`config.mk`:
```
export PLATFORM = sky130hd
export DESIGN_NAME = pzbcm_packet_arbiter
export DESIGN_NICKNAME = d
export VERILOG_FILES = /design/src/rtl/pzbcm_packet_arbiter.sv
export SDC_FILE = /design/constraint.sdc
export NUM_CORES = 1
export LEC_CHECK = 0
export CORE_MARGIN = 1.5
export CORE_UTILIZATION = 40
export CTS_CLUSTER_SIZE = 40
export DETAILED_ROUTE_END_ITERATION = 6
export PLACE_DENSITY = 0.78
export SETUP_SLACK_MARGIN = 0.02
export SYNTH_ARGS = -nofsm -noshare
export SYNTH_HDL_FRONTEND = slang
export SYNTH_SLANG_ARGS = --single-unit
```
`constraint.sdc`:
```
create_clock -name i_clk -period 1.81 [get_ports i_clk]
set_input_delay 0.181 -clock i_clk [delete_from_list [all_inputs] [get_ports i_clk]]
set_output_delay 0.181 -clock i_clk [all_outputs]
set_load 0.1 [all_outputs]
```
`src/rtl/pzbcm_packet_arbiter.sv`:
```
// -----------------------------------------------------------------------------
// pzbcm_packet_arbiter
//
// Merges REQUESTS valid/ready packet sources onto one output channel using
// round-robin arbitration. A grant is locked from arbitration until the granted
// requester's last beat is accepted at the input side, so packets never
// interleave. With REGISTERED_OUTPUT=1 accepted beats go through a 2-entry FIFO
// that keeps full throughput; with REGISTERED_OUTPUT=0 the locked requester is
// passed straight through.
//
// Ports:
//   i_clk, i_rst_n     clock, asynchronous active-low reset
//   i_valid/o_ready    per-requester beat handshake
//   i_data, i_last     per-requester payload and last-beat flag
//   o_valid/i_ready    merged output handshake
//   o_data, o_last     merged payload and last-beat flag
//   o_grant            one-hot locked requester, zero when idle
//   o_busy             high while a grant is locked
// -----------------------------------------------------------------------------
module pzbcm_packet_arbiter #(
   parameter int REQUESTS          = 4,
   parameter int DATA_WIDTH        = 32,
   parameter int REGISTERED_OUTPUT = 1
) (
   input  logic                                 i_clk,
   input  logic                                 i_rst_n,
   input  logic [REQUESTS-1:0]                  i_valid,
   output logic [REQUESTS-1:0]                  o_ready,
   input  logic [REQUESTS-1:0][DATA_WIDTH-1:0]  i_data,
   input  logic [REQUESTS-1:0]                  i_last,
   output logic                                 o_valid,
   input  logic                                 i_ready,
   output logic [DATA_WIDTH-1:0]                o_data,
   output logic                                 o_last,
   output logic [REQUESTS-1:0]                  o_grant,
   output logic                                 o_busy
);

   localparam int PTR_W = (REQUESTS > 1) ? $clog2(REQUESTS) : 1;

   typedef enum logic [0:0] {
      ST_IDLE   = 1'b0,
      ST_LOCKED = 1'b1
   } state_t;

   state_t             state_q, state_d;
   logic [PTR_W-1:0]   ptr_q, ptr_d;
   logic [PTR_W-1:0]   grant_q, grant_d;

   logic [PTR_W-1:0]   sel_s;
   logic [PTR_W-1:0]   next_ptr_s;
   logic               any_valid_s;
   logic               locked_s;
   logic               ready_s;
   logic               accept_s;
   logic [REQUESTS-1:0] grant_onehot_s;

   assign any_valid_s    = |i_valid;
   assign locked_s       = (state_q == ST_LOCKED);
   assign grant_onehot_s = {{(REQUESTS-1){1'b0}}, 1'b1} << grant_q;
   assign accept_s       = locked_s && i_valid[grant_q] && ready_s;
   assign next_ptr_s     = (grant_q == PTR_W'(REQUESTS - 1)) ? {PTR_W{1'b0}}
                                                             : grant_q + PTR_W'(1);

   assign o_ready = ready_s  ? grant_onehot_s : {REQUESTS{1'b0}};
   assign o_grant = locked_s ? grant_onehot_s : {REQUESTS{1'b0}};
   assign o_busy  = locked_s;

   // Round-robin search: first valid requester at or above ptr, wrapping to 0.
   int               cand_s;
   logic [PTR_W-1:0] cand_idx_s;
   logic             found_s;
   always_comb begin
      sel_s      = ptr_q;
      found_s    = 1'b0;
      cand_s     = 0;
      cand_idx_s = {PTR_W{1'b0}};
      for (int i = 0; i < REQUESTS; i++) begin
         cand_s = int'(ptr_q) + i;
         if (cand_s >= REQUESTS) begin
            cand_s = cand_s - REQUESTS;
         end else begin
            cand_s = cand_s;
         end
         cand_idx_s = PTR_W'(cand_s);
         if (!found_s && i_valid[cand_idx_s]) begin
            found_s = 1'b1;
            sel_s   = cand_idx_s;
         end else begin
            found_s = found_s;
         end
      end
   end

   // Lock FSM next state: grant in IDLE, release on accepted last beat.
   always_comb begin
      state_d = state_q;
      ptr_d   = ptr_q;
      grant_d = grant_q;
      case (state_q)
         ST_IDLE: begin
            if (any_valid_s) begin
               grant_d = sel_s;
               state_d = ST_LOCKED;
            end else begin
               state_d = ST_IDLE;
            end
         end
         ST_LOCKED: begin
            // Packet end is taken when the last beat enters, not when it leaves.
            if (accept_s && i_last[grant_q]) begin
               state_d = ST_IDLE;
               ptr_d   = next_ptr_s;
            end else begin
               state_d = ST_LOCKED;
            end
         end
         default: begin
            state_d = ST_IDLE;
         end
      endcase
   end

   // Lock FSM, pointer and grant registers.
   always_ff @(posedge i_clk or negedge i_rst_n) begin
      if (!i_rst_n) begin
         state_q <= ST_IDLE;
         ptr_q   <= {PTR_W{1'b0}};
         grant_q <= {PTR_W{1'b0}};
      end else begin
         state_q <= state_d;
         ptr_q   <= ptr_d;
         grant_q <= grant_d;
      end
   end

   if (REGISTERED_OUTPUT != 0) begin : g_fifo
      logic [1:0][DATA_WIDTH:0] mem_q, mem_d;
      logic                     wr_q, wr_d;
      logic                     rd_q, rd_d;
      logic [1:0]               count_q, count_d;
      logic                     push_s;
      logic                     pop_s;

      assign ready_s = locked_s && (count_q != 2'd2);
      assign o_valid = (count_q != 2'd0);
      assign o_data  = mem_q[rd_q][DATA_WIDTH-1:0];
      assign o_last  = mem_q[rd_q][DATA_WIDTH];

      // FIFO next state; push and pop may coincide.
      always_comb begin
         push_s  = accept_s;
         pop_s   = (count_q != 2'd0) && i_ready;
         mem_d   = mem_q;
         wr_d    = wr_q;
         rd_d    = rd_q;
         count_d = count_q;
         if (push_s) begin
            mem_d[wr_q] = {i_last[grant_q], i_data[grant_q]};
            wr_d        = ~wr_q;
         end else begin
            wr_d = wr_q;
         end
         if (pop_s) begin
            rd_d = ~rd_q;
         end else begin
            rd_d = rd_q;
         end
         case ({push_s, pop_s})
            2'b10:   count_d = count_q + 2'd1;
            2'b01:   count_d = count_q - 2'd1;
            default: count_d = count_q;
         endcase
      end

      // FIFO storage and pointers; reset discards any held beats.
      always_ff @(posedge i_clk or negedge i_rst_n) begin
         if (!i_rst_n) begin
            mem_q   <= {2{{(DATA_WIDTH+1){1'b0}}}};
            wr_q    <= 1'b0;
            rd_q    <= 1'b0;
            count_q <= 2'd0;
         end else begin
            mem_q   <= mem_d;
            wr_q    <= wr_d;
            rd_q    <= rd_d;
            count_q <= count_d;
         end
      end
   end else begin : g_pass
      assign ready_s = locked_s && i_ready;
      assign o_valid = locked_s && i_valid[grant_q];
      // Gate with the lock so idle outputs read zero.
      assign o_data  = locked_s ? i_data[grant_q] : {DATA_WIDTH{1'b0}};
      assign o_last  = locked_s && i_last[grant_q];
   end

endmodule

```
After elaboration in Yosys (flattened, before gate mapping):

Index checks and enable logic that the tools add are counted.
W data, S select, Z words.

* register bits: 75
* input port bits: 139
* logic and storage cells: 92

* add/sub/neg operators: 10
* $lt $le $gt $ge: 12
* eq/ne operators: 4
* shift-type cells: 1
* mux-type cells: 37
* bitwise operators: 3
* reductions and logical operators: 17

Operators by type and width (count)
* $mux W33: 3
* $bwmux W66: 1
* $bmux W32 S2: 1
* $demux W33 S1: 1
* $mux W32: 1
* $mux W2: 9
* $lt A2 B3 Y1 const B: 5
* $bmux W1 S2: 6
* $mux W1: 11
* $sub A2 B1 Y2 const B: 5
* $ge A3 B3 Y1 const B: 3
* $logic_and A1 B1 Y1: 9
* $mux W4: 2
* $add A2 B2 Y3 const B: 2
* $add A2 B1 Y2 const B: 2
* $eq A2 B2 Y1 const B: 2
* $lt A1 B2 Y1 const B: 2
* $pmux W2 S2: 1
* $reduce_and A2 Y1: 2
* $reduce_bool A2 Y1: 2
* $reduce_or A4 Y1: 1
* $shl A1 B2 Y4 const A: 1
* $add A2 B1 Y3 const B: 1
* $ge A2 B3 Y1 const B: 1
* 6 further kinds: 10

Depth between registers and ports, before layout:

* depth in word-level cells: 14
* mapped depth: 7
* mapped depth without buffers: 6

Worst setup path after synthesis:

OpenSTA, ideal clock, no wires.

* path kind: reg-to-output
* start point: register state_q, in the netlist o_busy
* end point: output o_ready[0]
* arrival time: 2.266 ns
* setup slack: -0.637 ns
* cell stages (with the launch flop): 4
* cell sequence: dfrtp_1 -> buf_2 -> clkbuf_1 -> and3_1

* cells in the longest elaborated chain, start to end: 2

RTL lines
* start: declaration: line 46 `state_t state_q, state_d;`
* start signal: assignment: line 131 `state_q <= state_d;`
* $logic_and A1 B1 Y1: line 145 `assign ready_s = locked_s && (count_q != 2'd2);`
* $mux W4: line 65 `assign o_ready = ready_s ? grant_onehot_s : {REQUESTS{1'b0}};`
* end: declaration: line 28 `output logic [REQUESTS-1:0] o_ready,`

Every way passes these cells.

Worst setup path after layout:

* start point: register grant_q[0]
* end point: register g_fifo.mem_q[62] (netlist name)

* cells in the longest elaborated chain, start to end: 4
* elaborated cells on any way between the ends: 7
* those cells by class: mux: 5; reduce/logical: 2

RTL lines
* start: declaration: line 48 `logic [PTR_W-1:0] grant_q, grant_d;`
* start signal: assignment: line 129 `grant_q <= {PTR_W{1'b0}};`
* start signal: assignment: line 133 `grant_q <= grant_d;`
* $bmux W1 S2: line 61 `assign accept_s = locked_s && i_valid[grant_q] && ready_s;`
* $mux W1 (not written as such): line 61
* $logic_and A1 B1 Y1 (2 in a row): line 61
* end signal: assignment: line 179 `mem_q <= {2{{(DATA_WIDTH+1){1'b0}}}};`
* end signal: assignment: line 184 `mem_q <= mem_d;`
* end: declaration: line 138 `logic [1:0][DATA_WIDTH:0] mem_q, mem_d;`

Parallel ways exist; a longest one is shown, timed or not. The select of a mux whose other input is x is not followed.
A chain may end at the register's enable or synchronous reset.

==> impl_metrics.py <==
metrics = {
    "status": {
        "outcome": "finished with violations",
        "failing_checks": "negative setup slack",
    },
    "synth": {
        "synth.ff_latch_count": 75,
        "syn-mean-instance-area_sq_um": 15.9,
        "synthesis.yosys.warnings": 0,
        "postSynthNetCount": 424,
        "netlist-cell-type-count": 33,
        "share_of_synthesized_area_occupied_by_flip_flops_and_latches": 0.422,
        "syn-cell-area_sq_um": 4450,
        "async_flop_share": 1.00,
        "synth_flop_cell": "sky130_fd_sc_hd__dfrtp_1",
        "synth-edff-count": 0,
        "postSynthCellCount": 280,
    },
    "clock_network": {
        "cts_inserted_buffers": 9,
        "cts_tree": "built",
        "clock_tree.htree_level_count": 3,
        "later_pin_clock_latency_in_the_skew_report_ns": 0.35,
        "clkTransAtPathRegs_ns": 0.09,
        "clock_tree.root_cell": "sky130_fd_sc_hd__clkbuf_8",
        "cts_sinks": 75,
        "clk_path_buf_depth": 2,
    },
    "finish": {
        "stdcell_area_sq_um": 7340,
        "fin_nets": 623,
        "nFillCells": 768,
        "drive_gt1_frac": 0.500,
        "n_antenna_cell": 0,
        "area_growth_syn_to_layout_pct": 65.0,
    },
    "floorplan": {
        "design.portCount": 182,
        "die_height_microns": 108,
        "design.core.area_sq_um": 10800,
        "floorplan.die.width_microns": 108,
        "initial_utilization": 0.411,
        "total_number_of_placement_rows": 38,
        "dieArea_sq_um": 11800,
    },
    "timing": {
        "rsz0062_at_grt": "true",
        "slew-limit-headroom": 0.652,
        "total_negative_slack_for_setup_checks_ns": -1.24,
        "clock-skew-final_ns": 0.0123,
        "timing.final.setup_violations": 50,
        "post-route-worst-setup-slack_ns": -0.0486,
        "max_clock_freq_ghz": 0.538,
        "hold_violations": 0,
        "report.final.slew_viol_count": 0,
        "period_needed_ns": 1.86,
        "timing.final.crit_share": 1.03,
        "worst_pin_slew_ns": 0.521,
        "fin_hold_ws_ns": 0.343,
    },
    "route": {
        "drc_errors_left": 0,
        "detailroute.via_count": 3240,
        "detail_route.iter0.violations": 102,
        "postRouteAntennaNets": 0,
        "routedWlPerCell_microns": 18.7,
        "detailedRoute.firstPassIterationCount": 4,
        "viasPerCell": 5.19,
        "drt-total-wl_mm": 11.7,
    },
    "setup_path": {
        "worst_r2r_path_depth": 4,
        "setup.worst_path.start_class": "flip-flop",
        "timing.critical_path.required_ns": 2.05,
        "critical_path.slowest_cell": "sky130_fd_sc_hd__mux4_2",
        "reg2reg_from": "grant_q[0]$_DFFE_PN0P_",
        "crit_arrival_ns": 2.10,
        "timing.critical_path.slowest_cell_delay_ns": 0.62,
        "reg2reg_slack_ns": -0.05,
        "timing.critical_path.to_type": "flip-flop",
        "r2r_end": "g_fifo.mem_q[62]$_DFFE_PN0P_",
        "endpoint": "g_fifo.mem_q[62]$_DFFE_PN0P_",
        "worst_setup_path_startpoint": "grant_q[0]$_DFFE_PN0P_",
        "timing.setup.critical_path_class": "reg -> reg",
        "cp_cell_sequence": "mux4_2, nand4_4, buf_12, mux2_2",
        "timing.critical_path.fanout_max": 14,
    },
    "job": {
        "count_of_maximum_capacitance_violations": 0,
    },
    "global_route": {
        "track_usage": 0.211,
        "grt_start_max_net_pins": 41,
        "first_global_vias": 3707,
        "grt_antenna_before_repair": 0,
        "globalRouteOverflowTotal": 0,
        "first_pass_grt_wire_length_mm": 18.8,
    },
    "placed_design": {
        "post-dp-hpwl_mm": 8.87,
        "placer_s_final_routability_congestion_estimate": 0.746,
        "buffer_ports.inserted": 181,
        "placement.cell_area_sq_um": 7010,
    },
    "hold_path": {
        "hold_path_class": "in -> async",
    },
}
area by class of cell:
type	instances	area, sq um	area share
timing repair buffer	209	2590	0.353
clock buffer	9	124	0.0169
clock inverter	7	52.6	0.00716
sequential	75	1880	0.256
tap	140	175	0.0239
multi-input combinational	181	2510	0.342
inverter	3	11.3	0.00153
kinds of logic (layout without fill, tap and decap cells):
| group | count (synthesis) | count (layout) | synth area share |
|---|---|---|---|
| buf+inv | 24 | 228 | 0.0334 |
| mux | 135 | 135 | 0.462 |
| xor+xnor | 5 | 5 | 0.00984 |
| flops | 75 | 75 | 0.422 |
| fa+ha+maj | 5 | 5 | 0.0141 |
| simple gates | 25 | 25 | 0.0408 |
| compound gates | 11 | 11 | 0.0183 |
cells in the mapped netlist (2+ instances only):
cell,n,area (sq um)
sky130_fd_sc_hd__mux2_4,40,601
sky130_fd_sc_hd__xor2_1,2,17.5
sky130_fd_sc_hd__buf_2,5,25.0
sky130_fd_sc_hd__and3_1,4,25.0
sky130_fd_sc_hd__and2_1,6,37.5
sky130_fd_sc_hd__ha_1,5,62.6
sky130_fd_sc_hd__xnor2_1,3,26.3
sky130_fd_sc_hd__buf_1,3,11.3
sky130_fd_sc_hd__mux2_1,3,33.8
sky130_fd_sc_hd__nor2_1,2,7.51
sky130_fd_sc_hd__o21ai_0,2,10.0
sky130_fd_sc_hd__buf_6,7,78.8
sky130_fd_sc_hd__or2_2,3,18.8
sky130_fd_sc_hd__mux4_2,33,743
sky130_fd_sc_hd__a21boi_0,2,15.0
sky130_fd_sc_hd__nand2b_1,4,25.0
sky130_fd_sc_hd__inv_1,3,11.3
sky130_fd_sc_hd__a21bo_2,2,20.0
sky130_fd_sc_hd__dfrtp_1,75,1880
sky130_fd_sc_hd__mux2_2,58,653
sky130_fd_sc_hd__clkbuf_1,6,22.5
critical path: cells and delay by family, from the launching register on:
kind | cells | cell delay, ns
mux | 2 | 0.97
flops | 1 | 0.41
simple gates | 1 | 0.19
buf+inv | 1 | 0.18
how the worst min path moves through the flow:
stage                               endpoint
6_report        g_fifo.mem_q[29]$_DFFE_PN0P_
2_1_floorplan  g_fifo.count_q[0]$_DFFE_PN0P_
5_1_grt         g_fifo.mem_q[29]$_DFFE_PN0P_
4_1_cts         g_fifo.mem_q[29]$_DFFE_PN0P_
3_5_place_dp    g_fifo.mem_q[29]$_DFFE_PN0P_
3_3_place_gp    g_fifo.mem_q[26]$_DFFE_PN0P_
metal layers:
metal / vias up / track usage / part of all wire
met5: - / 0 / 0
met3: 20 / 0.0470 / 0.052
met2: 116 / 0.388 / 0.53
met1: 1631 / 0.239 / 0.39
met4: 0 / 0.0724 / 0.024
li1: 1473 / - / -
flip-flops by register name, indices dropped and copies added, names as in the netlist:
signal and flops:
g_fifo.count_q 2, g_fifo.rd_q 1, o_busy 1, grant_q 2, g_fifo.mem_q 66, g_fifo.wr_q 1, ptr_q 2
stage by stage:
step / utilization / worst slack, ns / instances
floorplan: - / -0.0663 / 280
global placement: 0.647 / -0.175 / 604
detailed placement: 0.647 / -0.223 / 604
CTS: 0.673 / -0.0354 / 624
global route: 0.677 / -0.102 / 624
finish: 0.677 / -0.0486 / 624
layout by cell type, fill, tap and decap left out, types with 2 or more instances in the layout:
cell type                         count
sky130_fd_sc_hd__dfrtp_2              4
sky130_fd_sc_hd__ha_1                 5
sky130_fd_sc_hd__xnor2_1              3
sky130_fd_sc_hd__a21bo_2              2
sky130_fd_sc_hd__mux2_4              57
sky130_fd_sc_hd__xor2_1               2
sky130_fd_sc_hd__mux4_2              33
sky130_fd_sc_hd__buf_12              51
sky130_fd_sc_hd__and3_2               4
sky130_fd_sc_hd__dfrtp_1             71
sky130_fd_sc_hd__nand2b_1             3
sky130_fd_sc_hd__buf_6                3
sky130_fd_sc_hd__and2_1               2
sky130_fd_sc_hd__clkinvlp_4           4
sky130_fd_sc_hd__inv_1                2
sky130_fd_sc_hd__o21ai_0              2
sky130_fd_sc_hd__mux2_2              42
sky130_fd_sc_hd__clkdlybuf4s50_1    137
sky130_fd_sc_hd__clkbuf_8             9
sky130_fd_sc_hd__and2_2               4
sky130_fd_sc_hd__buf_4               16
sky130_fd_sc_hd__a21boi_0             2
sky130_fd_sc_hd__mux2_1               2
sky130_fd_sc_hd__or2_2                3
repair_timing:
| action | in CTS | in global routing |
|---|---|---|
| hold buffers | 1 | 0 |
| pin swaps | 1 | 2 |
| setup buffers | 2 | 0 |
| hold endpoints to repair | 39 | 0 |
| gates resized for setup | 16 | 11 |
| endpoints found under the setup margin | 74 | 76 |
| gates cloned | 1 | 0 |
Power is not shown: default switching activity piles up to over one toggle a cycle in this logic, so the estimate is an artifact.
